===== config.mk =====
export PLATFORM = sky130hd
export DESIGN_NAME = branch_resolve_unit_flat
export DESIGN_NICKNAME = d
export VERILOG_FILES = /design/src/rtl/branch_resolve_unit_if.sv /design/src/rtl/branch_resolve_unit.sv /design/src/flat_wrapper.sv
export SDC_FILE = /design/constraint.sdc
export NUM_CORES = 1
export LEC_CHECK = 0
export CORE_MARGIN = 3
export CORE_UTILIZATION = 47
export CTS_BUF_LIST = sky130_fd_sc_hd__clkbuf_16
export CTS_CLUSTER_DIAMETER = 40
export DETAILED_ROUTE_END_ITERATION = 10
export GPL_ROUTABILITY_DRIVEN = 0
export HOLD_SLACK_MARGIN = 0.06
export PLACE_DENSITY = 0.9
export SYNTH_ARGS = -nofsm -noshare
export SYNTH_HDL_FRONTEND = slang
export SYNTH_SLANG_ARGS = --single-unit

===== constraint.sdc =====
create_clock -name clk -period 4.3 [get_ports clk]
set_clock_uncertainty 0.2 [all_clocks]
set_input_delay 0.645 -clock clk [delete_from_list [all_inputs] [get_ports clk]]
set_output_delay 0.645 -clock clk [all_outputs]
set_load 0.01 [all_outputs]

===== src/rtl/branch_resolve_unit_if.sv =====
// EX-to-fetch bundle for the branch resolve unit: EX operands in, redirect/training out.
// Build with BRU_PERF_CNT_EN to expose the branch/mispredict counters.
interface branch_resolve_unit_if #(
  parameter int unsigned ADDR_W = 32
);
  logic              stall;
  logic              ex_valid;
  logic [5:0]        ex_opcode;
  logic [15:0]       ex_offset;
  logic [ADDR_W-1:0] ex_pc_1;
  logic [31:0]       ex_rs_data;
  logic [31:0]       ex_rt_data;
  logic              ex_pred_taken;

  logic              changeFlow;
  logic [ADDR_W-1:0] jb_addr;
  logic              taken;
  logic              not_taken;
  logic              flush;
  logic              busy;
`ifdef BRU_PERF_CNT_EN
  logic [31:0]       branch_cnt;
  logic [31:0]       mispred_cnt;

  // Producer side: the resolve unit itself.
  modport master (
    input  stall, ex_valid, ex_opcode, ex_offset, ex_pc_1, ex_rs_data, ex_rt_data,
           ex_pred_taken,
    output changeFlow, jb_addr, taken, not_taken, flush, busy, branch_cnt, mispred_cnt
  );

  modport slave (
    output stall, ex_valid, ex_opcode, ex_offset, ex_pc_1, ex_rs_data, ex_rt_data,
           ex_pred_taken,
    input  changeFlow, jb_addr, taken, not_taken, flush, busy, branch_cnt, mispred_cnt
  );
`else
  // Producer side: the resolve unit itself.
  modport master (
    input  stall, ex_valid, ex_opcode, ex_offset, ex_pc_1, ex_rs_data, ex_rt_data,
           ex_pred_taken,
    output changeFlow, jb_addr, taken, not_taken, flush, busy
  );

  modport slave (
    output stall, ex_valid, ex_opcode, ex_offset, ex_pc_1, ex_rs_data, ex_rt_data,
           ex_pred_taken,
    input  changeFlow, jb_addr, taken, not_taken, flush, busy
  );
`endif
endinterface


===== src/rtl/branch_resolve_unit.sv =====
// EX-stage branch resolution: evaluates the condition, trains the predictor and redirects
// fetch on a mispredict, then squashes for SQUASH_CYCLES. Optional counters: BRU_PERF_CNT_EN.
module branch_resolve_unit #(
  parameter int unsigned SQUASH_CYCLES = 2,
  parameter int unsigned ADDR_W        = 32
) (
  input logic                   clk,
  input logic                   rst,
  branch_resolve_unit_if.master bru
);

  localparam logic [5:0] OpBeq  = 6'h13;
  localparam logic [5:0] OpBne  = 6'h14;
  localparam logic [5:0] OpBlt  = 6'h15;
  localparam logic [5:0] OpBge  = 6'h16;
  localparam logic [5:0] OpBltu = 6'h17;
  localparam logic [5:0] OpBgeu = 6'h18;
  localparam logic [5:0] OpBez  = 6'h19;

  typedef enum logic [0:0] {StIdle, StRecover} state_e;

  state_e            state_q;
  logic [3:0]        squash_q;
  logic              change_q;
  logic [ADDR_W-1:0] jb_addr_q;
  logic              taken_q;
  logic              not_taken_q;
  logic              flush_q;
  logic              busy_q;

  logic              is_branch;
  logic              cond;
  logic [ADDR_W-1:0] target;
  logic              sample;
  logic              mispred;

  always_comb begin
    is_branch = 1'b1;
    cond      = 1'b0;
    case (bru.ex_opcode)
      OpBeq:   cond = (bru.ex_rs_data == bru.ex_rt_data);
      OpBne:   cond = (bru.ex_rs_data != bru.ex_rt_data);
      OpBlt:   cond = ($signed(bru.ex_rs_data) < $signed(bru.ex_rt_data));
      OpBge:   cond = ($signed(bru.ex_rs_data) >= $signed(bru.ex_rt_data));
      OpBltu:  cond = (bru.ex_rs_data < bru.ex_rt_data);
      OpBgeu:  cond = (bru.ex_rs_data >= bru.ex_rt_data);
      OpBez:   cond = (bru.ex_rs_data == 32'd0);
      default: is_branch = 1'b0;
    endcase
  end

  // Offset is a signed word offset; overflow past the top of the address space wraps.
  assign target  = bru.ex_pc_1 + ADDR_W'($signed(bru.ex_offset));
  assign sample  = (state_q == StIdle) && !bru.stall && bru.ex_valid && is_branch;
  assign mispred = sample && (bru.ex_pred_taken != cond);

  always_ff @(posedge clk) begin
    if (rst) begin
      state_q     <= StIdle;
      squash_q    <= 4'd0;
      change_q    <= 1'b0;
      jb_addr_q   <= '0;
      taken_q     <= 1'b0;
      not_taken_q <= 1'b0;
      flush_q     <= 1'b0;
      busy_q      <= 1'b0;
    end else begin
      taken_q     <= sample && cond;
      not_taken_q <= sample && !cond;
      change_q    <= mispred;
      if (mispred) begin
        jb_addr_q <= cond ? target : bru.ex_pc_1;
      end
      case (state_q)
        StIdle: begin
          if (mispred) begin
            state_q  <= StRecover;
            squash_q <= 4'(SQUASH_CYCLES);
            flush_q  <= 1'b1;
            busy_q   <= 1'b1;
          end
        end
        StRecover: begin
          // Counter runs through stalls so the squash window is a fixed length.
          if (squash_q <= 4'd1) begin
            state_q  <= StIdle;
            squash_q <= 4'd0;
            flush_q  <= 1'b0;
            busy_q   <= 1'b0;
          end else begin
            squash_q <= squash_q - 4'd1;
          end
        end
        default: state_q <= StIdle;
      endcase
    end
  end

  assign bru.changeFlow = change_q;
  assign bru.jb_addr    = jb_addr_q;
  assign bru.taken      = taken_q;
  assign bru.not_taken  = not_taken_q;
  assign bru.flush      = flush_q;
  assign bru.busy       = busy_q;

`ifdef BRU_PERF_CNT_EN
  logic [31:0] branch_cnt_q;
  logic [31:0] mispred_cnt_q;

  always_ff @(posedge clk) begin
    if (rst) begin
      branch_cnt_q  <= 32'd0;
      mispred_cnt_q <= 32'd0;
    end else begin
      if (sample && (branch_cnt_q != 32'hFFFF_FFFF)) begin
        branch_cnt_q <= branch_cnt_q + 32'd1;
      end
      if (mispred && (mispred_cnt_q != 32'hFFFF_FFFF)) begin
        mispred_cnt_q <= mispred_cnt_q + 32'd1;
      end
    end
  end

  assign bru.branch_cnt  = branch_cnt_q;
  assign bru.mispred_cnt = mispred_cnt_q;
`endif

endmodule


===== src/flat_wrapper.sv =====
// flat-port wrapper written by rule: the top's interface ports become plain ports
module branch_resolve_unit_flat 
#(
  parameter int unsigned SQUASH_CYCLES = 2,
  parameter int unsigned ADDR_W        = 32
)
  (clk, rst, bru_stall, bru_ex_valid, bru_ex_opcode, bru_ex_offset, bru_ex_pc_1, bru_ex_rs_data, bru_ex_rt_data, bru_ex_pred_taken, bru_changeFlow, bru_jb_addr, bru_taken, bru_not_taken, bru_flush, bru_busy);
  branch_resolve_unit_if #(.ADDR_W(ADDR_W)) bru_i ();
  input logic clk;
  input logic rst;
  input wire logic [$bits(bru_i.stall)-1:0] bru_stall;
  input wire logic [$bits(bru_i.ex_valid)-1:0] bru_ex_valid;
  input wire logic [$bits(bru_i.ex_opcode)-1:0] bru_ex_opcode;
  input wire logic [$bits(bru_i.ex_offset)-1:0] bru_ex_offset;
  input wire logic [$bits(bru_i.ex_pc_1)-1:0] bru_ex_pc_1;
  input wire logic [$bits(bru_i.ex_rs_data)-1:0] bru_ex_rs_data;
  input wire logic [$bits(bru_i.ex_rt_data)-1:0] bru_ex_rt_data;
  input wire logic [$bits(bru_i.ex_pred_taken)-1:0] bru_ex_pred_taken;
  output wire logic [$bits(bru_i.changeFlow)-1:0] bru_changeFlow;
  output wire logic [$bits(bru_i.jb_addr)-1:0] bru_jb_addr;
  output wire logic [$bits(bru_i.taken)-1:0] bru_taken;
  output wire logic [$bits(bru_i.not_taken)-1:0] bru_not_taken;
  output wire logic [$bits(bru_i.flush)-1:0] bru_flush;
  output wire logic [$bits(bru_i.busy)-1:0] bru_busy;
  assign bru_i.stall = bru_stall;
  assign bru_i.ex_valid = bru_ex_valid;
  assign bru_i.ex_opcode = bru_ex_opcode;
  assign bru_i.ex_offset = bru_ex_offset;
  assign bru_i.ex_pc_1 = bru_ex_pc_1;
  assign bru_i.ex_rs_data = bru_ex_rs_data;
  assign bru_i.ex_rt_data = bru_ex_rt_data;
  assign bru_i.ex_pred_taken = bru_ex_pred_taken;
  assign bru_changeFlow = bru_i.changeFlow;
  assign bru_jb_addr = bru_i.jb_addr;
  assign bru_taken = bru_i.taken;
  assign bru_not_taken = bru_i.not_taken;
  assign bru_flush = bru_i.flush;
  assign bru_busy = bru_i.busy;
  branch_resolve_unit #(.SQUASH_CYCLES(SQUASH_CYCLES), .ADDR_W(ADDR_W)) u_core (.clk(clk), .rst(rst), .bru(bru_i));
endmodule

# Word level (Yosys, flattened, before mapping)
# Cells that the tools add are included.
[classes]
n_addsub = 2
order_cmp = 5
eq_ne = 12
muxes = 12
bitwise_logic = 1
n_reduce_logical = 11
[op_table]
columns = ["operator", "n"]
rows = [
  ["$ge A32 B32 Y1", 2],
  ["$lt A32 B32 Y1", 2],
  ["$eq A6 B5 Y1 const B", 7],
  ["$add A32 B32 Y32", 1],
  ["$eq A32 B32 Y1", 1],
  ["$logic_not A32 Y1", 1],
  ["$mux W32", 1],
  ["$ne A32 B32 Y1", 1],
  ["$mux W4", 2],
  ["$pmux W4 S2", 1],
  ["$pmux W1 S7", 1],
  ["$reduce_or A7 Y1", 1],
  ["$logic_and A1 B1 Y1", 6],
  ["$mux W1", 5],
  ["$le A4 B1 Y1 const B", 1],
  ["$pmux W1 S2", 2],
  ["$sub A4 B1 Y4 const B", 1],
  ["$logic_not A1 Y1", 2],
  ["$ne A2 B1 Y1 const B", 1],
  ["$ne A2 B2 Y1 const B", 1],
  ["$reduce_and A2 Y1", 1],
  ["$ne A1 B1 Y1", 1],
  ["$not A1 Y1", 1],
]
[totals]
regBits = 41
input_bits = 123
output_inout_bits = 37

# Logic depth before layout (Yosys ltp)
# Gate-level depths: netlist (run 1).
[logic_depth]
ltp_word = 7
mapped_depth = 14
depth_no_buf = 13

# Least setup slack after synthesis (run 1)
# OpenSTA, ideal clock, no wires.
[synth_timing]
path_type = "input -> register"
start = "input bru_ex_rt_data[15]"
end = "register u_core.flush_q, in the netlist u_core.bru.flush"
setup_time_ps = 87
t_arrival_ps = 3133
setup_slack_ps = 880
stages = 14
n_path_buf = 2
cell_sequence = "inv_1 > ha_1 > nand4_1 > nor4_2 > o21ai_1 > a31oi_4 > mux2i_1 > o311a_1 > o21ai_4 > mux2i_1 > buf_4 > buf_4 > nor2_1 > a211oi_1"
[synth_between]
elab_chain_cells = 6
[synth_lines]
columns = ["element", "line", "source"]
rows = [
  ["start: declaration", "flat_wrapper.sv:17", "input wire logic [$bits(bru_i.ex_rt_data)-1:0] bru_ex_rt_data;"],
  ["$ge A32 B32 Y1, or another cell as far along", "branch_resolve_unit.sv:46", "OpBgeu: cond = (bru.ex_rs_data >= bru.ex_rt_data);"],
  ["$pmux W1 S7 *", "branch_resolve_unit.sv:40", "case (bru.ex_opcode)"],
  ["$ne A1 B1 Y1 *", "branch_resolve_unit.sv:55", "assign mispred = sample && (bru.ex_pred_taken != cond);"],
  ["$logic_and A1 B1 Y1 *", "branch_resolve_unit.sv:55", ""],
  ["$ne A2 B1 Y1 (no source line) *", "n/a", ""],
  ["$reduce_and A2 Y1 (no source line) *", "n/a", ""],
  ["end signal: assignment", "branch_resolve_unit.sv:65", "flush_q <= 1'b0;"],
  ["end signal: assignment", "branch_resolve_unit.sv:79", "flush_q <= 1'b1;"],
  ["end signal: assignment", "branch_resolve_unit.sv:88", "flush_q <= 1'b0;"],
  ["end: declaration", "branch_resolve_unit.sv:28", "logic flush_q;"],
]
# Mark *: on every way between the ends. The rest lies on a longest branch, timed or not.
# A chain may end at the register's enable or synchronous reset.

# Worst setup path in the final report (run 1)
[layout_timing]
start = "input bru_ex_rt_data[23]"
end = "register u_core.squash_q[3]"
[layout_between]
elab_chain_cells = 5
[layout_lines]
columns = ["element", "line", "source"]
rows = [
  ["$ge A32 B32 Y1, or another cell as far along", "branch_resolve_unit.sv:46", ""],
  ["$pmux W1 S7 *", "branch_resolve_unit.sv:40", ""],
  ["$ne A1 B1 Y1 *", "branch_resolve_unit.sv:55", ""],
  ["$logic_and A1 B1 Y1 *", "branch_resolve_unit.sv:55", ""],
  ["$ne A2 B1 Y1 (no source line) *", "n/a", ""],
  ["end signal: assignment", "branch_resolve_unit.sv:78", "squash_q <= 4'(SQUASH_CYCLES);"],
  ["end signal: assignment", "branch_resolve_unit.sv:91", "squash_q <= squash_q - 4'd1;"],
  ["end: declaration", "branch_resolve_unit.sv:23", "logic [3:0] squash_q;"],
]
# Marked as above.

==> results of run 1 <==
[path summary, 6_finish.rpt]
check                                                    startpoint                                  end  slack, ps  cells after the start
worst min-delay path            u_core.bru.jb_addr[17]$_SDFFE_PP0P_  u_core.bru.jb_addr[17]$_SDFFE_PP0P_        300                      2
worst min register to register  u_core.bru.jb_addr[17]$_SDFFE_PP0P_  u_core.bru.jb_addr[17]$_SDFFE_PP0P_        300                      2
worst max register to register            u_core.state_q$_SDFF_PP0_  u_core.bru.jb_addr[19]$_SDFFE_PP0P_       2080                      7
worst max-delay path                             bru_ex_rt_data[23]      u_core.squash_q[3]$_SDFFE_PP0P_        250                     14
[final cells by class]
cell class | instances | area [um2] | share of cell area [%]
Multi-Input combinational cell | 491 | 3590 | 54.5
Timing Repair Buffer | 171 | 1690 | 25.6
Sequential cell | 41 | 821 | 12.4
Inverter | 51 | 191 | 2.90
Tap cell | 129 | 161 | 2.45
Clock buffer | 5 | 125 | 1.90
Clock inverter | 3 | 13.8 | 0.209
[layer usage]
metal	global-route usage [%]	vias up	routed length [um]
li1	-	2542	-
met1	31.9	2450	6010
met2	45.9	220	7500
met3	3.22	37	925
met4	7.96	0	397
met5	0	-	0
[sequential cells by signal, indices dropped and copies added, names as in the netlist]
register,cells
u_core.bru.jb_addr,32
u_core.squash_q,4
u_core.bru.changeFlow,1
u_core.bru.flush,1
u_core.bru.not_taken,1
u_core.bru.taken,1
u_core.state_q,1
[what timing repair did]
| action | 4_1_cts | 5_1_grt |
|---|---|---|
| buffers inserted | 0 | 0 |
| resized for setup | 0 | 1 |
| setup endpoints to repair | 0 | 2 |
| hold buffers | 0 | 0 |
[cells by family (layout without fill, tap and decap cells)]
kind of cell | Yosys count | in the layout | synth area share, %
multiplexers | 27 | 27 | 5.79
AND/OR/NAND/NOR | 191 | 191 | 19.5
buffers and inverters | 77 | 230 | 7.17
adder cells (fa/ha/maj) | 66 | 66 | 17.6
flip-flops | 41 | 41 | 17.3
XOR/XNOR | 23 | 23 | 4.26
AO/OA/AOI/OAI | 184 | 184 | 28.4
[cell usage after synthesis, types with 6 or more instances]
master,count
sky130_fd_sc_hd__ha_1,65
sky130_fd_sc_hd__inv_1,51
sky130_fd_sc_hd__o211ai_1,6
sky130_fd_sc_hd__nor2_1,59
sky130_fd_sc_hd__dfxtp_1,41
sky130_fd_sc_hd__xnor2_1,12
sky130_fd_sc_hd__nand2b_1,8
sky130_fd_sc_hd__clkbuf_1,14
sky130_fd_sc_hd__nand4_1,14
sky130_fd_sc_hd__o21ai_0,26
sky130_fd_sc_hd__a21oi_1,55
sky130_fd_sc_hd__o31ai_1,7
sky130_fd_sc_hd__nor4_1,9
sky130_fd_sc_hd__mux2i_1,24
sky130_fd_sc_hd__nand2_1,49
sky130_fd_sc_hd__nand3_1,12
sky130_fd_sc_hd__a21o_1,14
sky130_fd_sc_hd__a211oi_2,19
sky130_fd_sc_hd__nor3_1,12
sky130_fd_sc_hd__o21a_1,9
sky130_fd_sc_hd__xor2_1,11
sky130_fd_sc_hd__a211oi_1,7
sky130_fd_sc_hd__nor2b_1,6
[worst register-to-register path: cells and delay by family (launching register included)]
| family | cells | cell delay [ps] |
|---|---|---|
| AND/OR/NAND/NOR | 3 | 720 |
| flip-flops | 1 | 380 |
| AO/OA/AOI/OAI | 2 | 370 |
| buffers and inverters | 1 | 260 |
| multiplexers | 1 | 200 |
[layout by cell type, fill, tap and decap left out, drive strengths merged, types with 5 or more instances in the layout]
cell type / instances
clkdlybuf4s50: 158
ha: 65
nor2: 59
a21oi: 55
inv: 52
nand2: 49
dfxtp: 41
o21ai: 29
a211oi: 26
mux2i: 24
nand4: 14
a21o: 14
buf: 13
nor3: 12
nand3: 12
xnor2: 12
xor2: 11
nor4: 10
o21a: 9
nand2b: 8
o31ai: 7
nor2b: 6
o211ai: 6
a31oi: 6
and3: 5
o22ai: 5
clkbuf: 5
[per-stage QoR]
step	worst slack (ps)	total power, W	instances
floorplan	880	0.000718	609
global placement	128	0.000912	883
detailed placement	-11.9	0.000933	883
CTS	236	0.00130	891
global route	13.7	0.00138	891
finish	249	0.00131	891
[power groups by stage]
stage / logic [W] / clock network (W) / registers, W
6_report: 0.000551 / 0.000371 / 0.000386
5_1_grt: 0.000604 / 0.000387 / 0.000387
4_1_cts: 0.000542 / 0.000372 / 0.000386
3_5_place_dp: 0.000538 / 0 / 0.000395
3_3_place_gp: 0.000517 / 0 / 0.000394
2_1_floorplan: 0.000322 / 0 / 0.000396
==> impl_metrics.prom, run 1 <==
# TYPE chip_impl_metric gauge
chip_impl_info{name="run_status",value="complete, no violations"} 1
chip_impl_metric{name="buffers_from_clock_root_to_sink_at_most",unit=""} 2
chip_impl_metric{name="timing.max_slew.rel_slack",unit="%"} 33.2
chip_impl_metric{name="swShare",unit="%"} 33.4
chip_impl_metric{name="viasPerCell",unit=""} 5.89
chip_impl_metric{name="routed_wl",unit="um"} 14800
chip_impl_metric{name="net-switching-power",unit="W"} 0.000437
chip_impl_metric{name="count_of_warnings_emitted_by_yosys",unit=""} 0
chip_impl_info{name="hold_path_class",value="reg2reg"} 1
chip_impl_metric{name="antenna_violations_before_repair",unit=""} 0
chip_impl_metric{name="grt-ovfl-total",unit=""} 0
chip_impl_metric{name="drt_pass1_iterations",unit=""} 6
chip_impl_metric{name="nNetsFinal",unit=""} 950
chip_impl_info{name="worst_setup_path_start_kind",value="input pin"} 1
chip_impl_metric{name="width_of_the_die",unit="um"} 106
chip_impl_metric{name="drt_first_iter_violations",unit=""} 260
chip_impl_metric{name="syn_avg_cell_area",unit="um2"} 7.77
chip_impl_metric{name="timing.critical_path.slowest_cell_delay",unit="ps"} 460
chip_impl_metric{name="cts_buffers",unit=""} 5
chip_impl_metric{name="p_seq_share",unit="%"} 29.5
chip_impl_info{name="cp_cell_sequence",value="clkdlybuf4s50_1, inv_1, ha_1, nand4_1, nor4_1, nor2_1, a31oi_4, mux2i_1, o311a_1, o21ai_4, buf_4, mux2_2, a31oi_1, nor2_1"} 1
chip_impl_info{name="ctsRootBufferMaster",value="sky130_fd_sc_hd__clkbuf_16"} 1
chip_impl_metric{name="fillCellCount",unit=""} 746
chip_impl_metric{name="timing.setup.tns",unit="ps"} 0
chip_impl_info{name="critPathCaptureType",value="flip-flop"} 1
chip_impl_metric{name="path_buf_inv",unit=""} 3
chip_impl_metric{name="yosysSeqAreaShare",unit="%"} 17.3
chip_impl_info{name="worst_setup_path_category",value="in2reg"} 1
chip_impl_metric{name="floorplan.initialDensity",unit="%"} 49.8
chip_impl_metric{name="count_of_antenna_diodes_in_the_layout",unit=""} 0
chip_impl_metric{name="pwr-share-comb",unit="%"} 42.1
chip_impl_metric{name="antenna_violating_nets_post_route",unit=""} 0
chip_impl_metric{name="timing.critical_path.arrival",unit="ps"} 3980
chip_impl_info{name="synth_top_flop_cell",value="sky130_fd_sc_hd__dfxtp_1"} 1
chip_impl_metric{name="final.hold.worst_slack",unit="ps"} 296
chip_impl_metric{name="layout_worst_path_cycle_share",unit="%"} 94.2
chip_impl_metric{name="cts-htree-levels",unit=""} 2
chip_impl_metric{name="synth_top_cell_area_share",unit="%"} 17.3
chip_impl_metric{name="finalHoldViolCount",unit=""} 0
chip_impl_metric{name="global_route.usage.total",unit="%"} 25.7
chip_impl_metric{name="internal_power",unit="W"} 0.000871
chip_impl_metric{name="power_leakage",unit="nW"} 2.67
chip_impl_metric{name="yosysUniqueCellTypes",unit=""} 64
chip_impl_metric{name="power_per_cell_area",unit="mW/mm2"} 198
chip_impl_metric{name="achievable-frequency",unit="GHz"} 0.247
chip_impl_metric{name="numPortBuffers",unit=""} 159
chip_impl_metric{name="rows",unit=""} 35
chip_impl_metric{name="layout-area-overhead-vs-synth",unit="%"} 39.4
chip_impl_metric{name="core-area",unit="mm2"} 0.00950
chip_impl_info{name="cpLargestDelayFamily",value="compound AO/OA/AOI/OAI gates"} 1
chip_impl_metric{name="remaining_drc_errors",unit=""} 0
chip_impl_metric{name="clock_power_share",unit="%"} 28.3
chip_impl_metric{name="synthCells",unit=""} 609
chip_impl_metric{name="worstPathRequired",unit="ps"} 4230
chip_impl_metric{name="drive_above_1_share",unit="%"} 6.96
chip_impl_metric{name="synthArstFlopShare",unit="%"} 0
chip_impl_info{name="unrepaired_setup_endpoints_after_global_routing",value="no"} 1
chip_impl_metric{name="timing.final.crit_period",unit="ps"} 4050
chip_impl_metric{name="synth_edf_count",unit=""} 0
chip_impl_metric{name="die-height",unit="um"} 106
chip_impl_metric{name="via_count_of_the_first_global_routing_pass",unit=""} 5213
chip_impl_metric{name="detailed_place.area",unit="mm2"} 0.00645
chip_impl_metric{name="clk_transition_reported_paths",unit="ps"} 60
chip_impl_metric{name="ys_seq_elements",unit=""} 41
chip_impl_metric{name="worst_skew_pair.late_latency",unit="ps"} 280
chip_impl_metric{name="final-max-slew-violation-count",unit=""} 0
chip_impl_metric{name="final_util",unit="%"} 69.4
chip_impl_info{name="timing.critical_path.slowest_stage_cell",value="sky130_fd_sc_hd__nor4_1"} 1
chip_impl_info{name="synth_largest_area_cell",value="sky130_fd_sc_hd__dfxtp_1"} 1
chip_impl_metric{name="post_synth_instance_area",unit="mm2"} 0.00473
chip_impl_metric{name="synth_nets",unit=""} 798
chip_impl_metric{name="tightestPinTransition",unit="ps"} 1000
chip_impl_metric{name="setup_viol",unit=""} 0
chip_impl_metric{name="via_count",unit=""} 5249
chip_impl_metric{name="critPathMaxFanout",unit=""} 13
chip_impl_info{name="critical-path-top-cell-by-count",value="sky130_fd_sc_hd__nor2_1"} 1
chip_impl_metric{name="final_area",unit="mm2"} 0.00659
chip_impl_metric{name="grt_start_max_net_pins",unit=""} 48
chip_impl_metric{name="cts.sink_count",unit=""} 41
chip_impl_info{name="yosys-top-cells-area",value="sky130_fd_sc_hd__dfxtp_1 17%, sky130_fd_sc_hd__ha_1 17%, sky130_fd_sc_hd__a21oi_1 5.8%"} 1
chip_impl_metric{name="global_route_wire_length_before_repair",unit="um"} 24300
chip_impl_metric{name="dp.final_hpwl",unit="um"} 12100
chip_impl_metric{name="ir_drop",unit="uV"} 148
chip_impl_info{name="clock_tree_from_tritoncts",value="done"} 1
chip_impl_metric{name="post_drt_wl_per_cell",unit="um"} 16.7
chip_impl_metric{name="dieArea",unit="mm2"} 0.0113
chip_impl_metric{name="pin_count",unit=""} 160
chip_impl_metric{name="maxCapViolations",unit=""} 0
Power figures use the tool's default switching activity.
==> inputs of run 2 (changes only) <==
ABC_AREA = 1   (was unset)
CORE_UTILIZATION = 48   (was 47)
PLACE_DENSITY = 0.91   (was 0.9)
==> impl_metrics.prom, run 2 <==
# TYPE chip_impl_metric gauge
chip_impl_info{name="run_status",value="complete, no violations"} 1
chip_impl_info{name="unrepaired_setup_endpoints_after_global_routing",value="no"} 1
chip_impl_info{name="critPathCaptureType",value="flip-flop"} 1
chip_impl_metric{name="power_leakage",unit="nW"} 3.18
chip_impl_metric{name="r2r_cells",unit=""} 7
chip_impl_metric{name="global_route_wire_length_before_repair",unit="um"} 24300
chip_impl_metric{name="post_synth_instance_area",unit="mm2"} 0.00483
chip_impl_metric{name="synth_edf_count",unit=""} 0
chip_impl_info{name="hold_path_startpoint",value="u_core.bru.jb_addr[5]$_SDFFE_PP0P_"} 1
chip_impl_metric{name="timing.max_slew.rel_slack",unit="%"} 60.2
chip_impl_metric{name="synthArstFlopShare",unit="%"} 0
chip_impl_metric{name="antenna_violating_nets_post_route",unit=""} 0
chip_impl_metric{name="layout-area-overhead-vs-synth",unit="%"} 37.3
chip_impl_metric{name="count_of_warnings_emitted_by_yosys",unit=""} 0
chip_impl_metric{name="setup_viol",unit=""} 0
chip_impl_metric{name="multiInputGateArea",unit="mm2"} 0.00354
chip_impl_metric{name="drt_first_iter_violations",unit=""} 455
chip_impl_info{name="netlist_top_cells_count",value="220 x sky130_fd_sc_hd__nand2_1, 100 x sky130_fd_sc_hd__nor2_1, 87 x sky130_fd_sc_hd__inv_1"} 1
chip_impl_metric{name="power_per_cell_area",unit="mW/mm2"} 201
chip_impl_metric{name="global_route.usage.total",unit="%"} 25.8
chip_impl_info{name="final_common_cell",value="sky130_fd_sc_hd__nand2_1"} 1
chip_impl_metric{name="pin_count",unit=""} 160
chip_impl_metric{name="worstPathRequired",unit="ps"} 4310
chip_impl_metric{name="dieArea",unit="mm2"} 0.0113
chip_impl_info{name="worst_setup_path_start_kind",value="input pin"} 1
chip_impl_metric{name="r2r_slack",unit="ps"} 2330
chip_impl_metric{name="largest_register_ffs",unit=""} 32
chip_impl_info{name="worst_setup_path_category",value="in2reg"} 1
chip_impl_metric{name="drt_pass1_iterations",unit=""} 5
chip_impl_info{name="crit_path_end",value="u_core.bru.jb_addr[14]$_SDFFE_PP0P_"} 1
chip_impl_info{name="hold_path_class",value="reg2reg"} 1
chip_impl_metric{name="remaining_drc_errors",unit=""} 0
chip_impl_metric{name="postCtsResizedCells",unit=""} 0
chip_impl_info{name="synth_most_common_cell",value="sky130_fd_sc_hd__nand2_1"} 1
chip_impl_info{name="r2r-end",value="u_core.bru.jb_addr[30]$_SDFFE_PP0P_"} 1
chip_impl_metric{name="achievable-frequency",unit="GHz"} 0.277
chip_impl_metric{name="cts-htree-levels",unit=""} 2
chip_impl_metric{name="cts.sink_count",unit=""} 41
chip_impl_metric{name="via_count_of_the_first_global_routing_pass",unit=""} 5281
chip_impl_metric{name="ir_drop",unit="uV"} 245
chip_impl_metric{name="timing.critical_path.arrival",unit="ps"} 3620
chip_impl_metric{name="timing.setup.tns",unit="ps"} 0
chip_impl_info{name="synth_top_flop_cell",value="sky130_fd_sc_hd__dfxtp_1"} 1
chip_impl_metric{name="yosysUniqueCellTypes",unit=""} 42
chip_impl_metric{name="nNetsFinal",unit=""} 1121
chip_impl_metric{name="synth_top_cell_area_share",unit="%"} 17.1
chip_impl_metric{name="drive_above_1_share",unit="%"} 3.11
chip_impl_metric{name="synthCells",unit=""} 781
chip_impl_metric{name="antenna_violations_before_repair",unit=""} 0
chip_impl_metric{name="rows",unit=""} 35
chip_impl_metric{name="detailed_place.area",unit="mm2"} 0.00647
chip_impl_info{name="most-common-layout-cells",value="220 x sky130_fd_sc_hd__nand2_1, 159 x sky130_fd_sc_hd__clkdlybuf4s50_1, 100 x sky130_fd_sc_hd__nor2_1, 88 x sky130_fd_sc_hd__inv_1, 65 x sky130_fd_sc_hd__ha_1"} 1
chip_impl_metric{name="timing.final.crit_period",unit="ps"} 3610
chip_impl_metric{name="via_count",unit=""} 5631
chip_impl_metric{name="maxCapViolations",unit=""} 0
chip_impl_metric{name="final_area",unit="mm2"} 0.00663
chip_impl_metric{name="hold_buffers",unit=""} 0
chip_impl_metric{name="post_drt_wl_per_cell",unit="um"} 13.8
chip_impl_metric{name="buffers_from_clock_root_to_sink_at_most",unit=""} 2
chip_impl_metric{name="worst_skew_pair.late_latency",unit="ps"} 280
chip_impl_metric{name="cts_post_setup_buffers_inserted",unit=""} 0
chip_impl_metric{name="critPathMaxFanout",unit=""} 46
chip_impl_metric{name="final-max-slew-violation-count",unit=""} 0
chip_impl_metric{name="grt-ovfl-total",unit=""} 0
chip_impl_metric{name="layout_worst_path_cycle_share",unit="%"} 84.0
chip_impl_metric{name="grt_start_max_net_pins",unit=""} 47
chip_impl_info{name="critical_path.reg2reg.startpoint",value="u_core.state_q$_SDFF_PP0_"} 1
chip_impl_metric{name="floorplan.initialDensity",unit="%"} 50.8
chip_impl_metric{name="count_of_antenna_diodes_in_the_layout",unit=""} 0
chip_impl_metric{name="ys_seq_elements",unit=""} 41
chip_impl_info{name="synth_largest_area_cell",value="sky130_fd_sc_hd__nand2_1"} 1
chip_impl_metric{name="clk_transition_reported_paths",unit="ps"} 60
chip_impl_metric{name="final_util",unit="%"} 69.8
chip_impl_metric{name="yosysSeqAreaShare",unit="%"} 17.0
chip_impl_metric{name="cts_buffers",unit=""} 5
chip_impl_info{name="clock_tree_from_tritoncts",value="done"} 1
chip_impl_metric{name="width_of_the_die",unit="um"} 106
chip_impl_metric{name="die-height",unit="um"} 106
chip_impl_metric{name="viasPerCell",unit=""} 5.30
chip_impl_metric{name="routed_wl",unit="um"} 14600
chip_impl_metric{name="hold-path-cell-count",unit=""} 2
chip_impl_metric{name="finalHoldViolCount",unit=""} 0
chip_impl_info{name="yosys-top-cells-area",value="sky130_fd_sc_hd__nand2_1 17%, sky130_fd_sc_hd__dfxtp_1 17%, sky130_fd_sc_hd__ha_1 17%"} 1
chip_impl_metric{name="fillCellCount",unit=""} 808
chip_impl_metric{name="numPortBuffers",unit=""} 159
chip_impl_metric{name="dp.final_hpwl",unit="um"} 12300
chip_impl_metric{name="sequential_cell_area_in_the_final_layout",unit="um2"} 821
chip_impl_metric{name="core-area",unit="mm2"} 0.00950
chip_impl_info{name="crit_path_start",value="bru_ex_rt_data[31]"} 1
chip_impl_metric{name="syn_avg_cell_area",unit="um2"} 6.18
chip_impl_metric{name="synth_nets",unit=""} 970
chip_impl_metric{name="tightestPinTransition",unit="ps"} 591
chip_impl_info{name="ctsRootBufferMaster",value="sky130_fd_sc_hd__clkbuf_16"} 1
run 2: area by class of cell:
type	instances	area share, %
clock inverters	3	0.566
clock buffers	5	1.89
well taps	129	2.43
multi-input cells	634	53.4
inverters	89	5.08
repair buffers	161	24.2
flip-flops and latches	41	12.4
run 2: how the worst min path moves through the flow:
stage / end / slack [ps]
floorplan: u_core.squash_q[0]$_SDFFE_PP0P_ / 280
global placement: u_core.bru.jb_addr[17]$_SDFFE_PP0P_ / 250
detailed placement: u_core.bru.jb_addr[9]$_SDFFE_PP0P_ / 260
CTS: u_core.bru.jb_addr[9]$_SDFFE_PP0P_ / 270
global route: u_core.bru.jb_addr[5]$_SDFFE_PP0P_ / 290
finish: u_core.bru.jb_addr[5]$_SDFFE_PP0P_ / 270
run 2: logic make-up after synthesis:
kind of cell,share of synthesized area [%]
AND/OR/NAND/NOR,34.5
AO/OA/AOI/OAI,16.5
buffers and inverters,9.64
adder cells (fa/ha/maj),17.3
flip-flops,17.0
XOR/XNOR,5.08
run 2: critical path: stages:
cell and delay [ps]:
sky130_fd_sc_hd__clkdlybuf4s50_1 460, sky130_fd_sc_hd__inv_1 50, sky130_fd_sc_hd__ha_1 340, sky130_fd_sc_hd__nand2_1 80
sky130_fd_sc_hd__inv_1 30, sky130_fd_sc_hd__nor2_1 80, sky130_fd_sc_hd__o21a_1 120, sky130_fd_sc_hd__nand2_1 60
sky130_fd_sc_hd__a21oi_2 170, sky130_fd_sc_hd__nand2_1 90, sky130_fd_sc_hd__nand2_1 100, sky130_fd_sc_hd__nand3_1 70
sky130_fd_sc_hd__nand2_1 140, sky130_fd_sc_hd__nand3_4 270, sky130_fd_sc_hd__inv_4 430, sky130_fd_sc_hd__nand2_1 120
sky130_fd_sc_hd__nand2_1 130, sky130_fd_sc_hd__nand2_1 70, sky130_fd_sc_hd__a21oi_1 150
run 2: metal layers:
layer  part of all wire, %  track usage [%]  vias to the layer above  wire [um]
met5                     0                0                        -          0
li1                      -                -                     2876          -
met1                    45             35.8                     2496       6550
met3                   7.3             3.04                       32       1060
met4                   2.5             6.94                        0        369
met2                    45             42.3                      227       6660
run 2: where the power goes:
group          internal [W]  switching, W  leakage, nW
sequential         0.000384    0.00000232        0.331
clock              0.000269      0.000140       0.0826
combinational      0.000252      0.000285         2.76
total              0.000905      0.000427         3.18
run 2: stage by stage:
step	setup slack (ps)	total power, W	std cells	hold slack (ps)
after floorplan	1540	0.000714	781	276
after CTS	712	0.00133	1062	267
after global routing	307	0.00142	1062	287
after detailed placement	455	0.000921	1054	258
after global placement	520	0.000912	1054	251
final	690	0.00133	1062	266
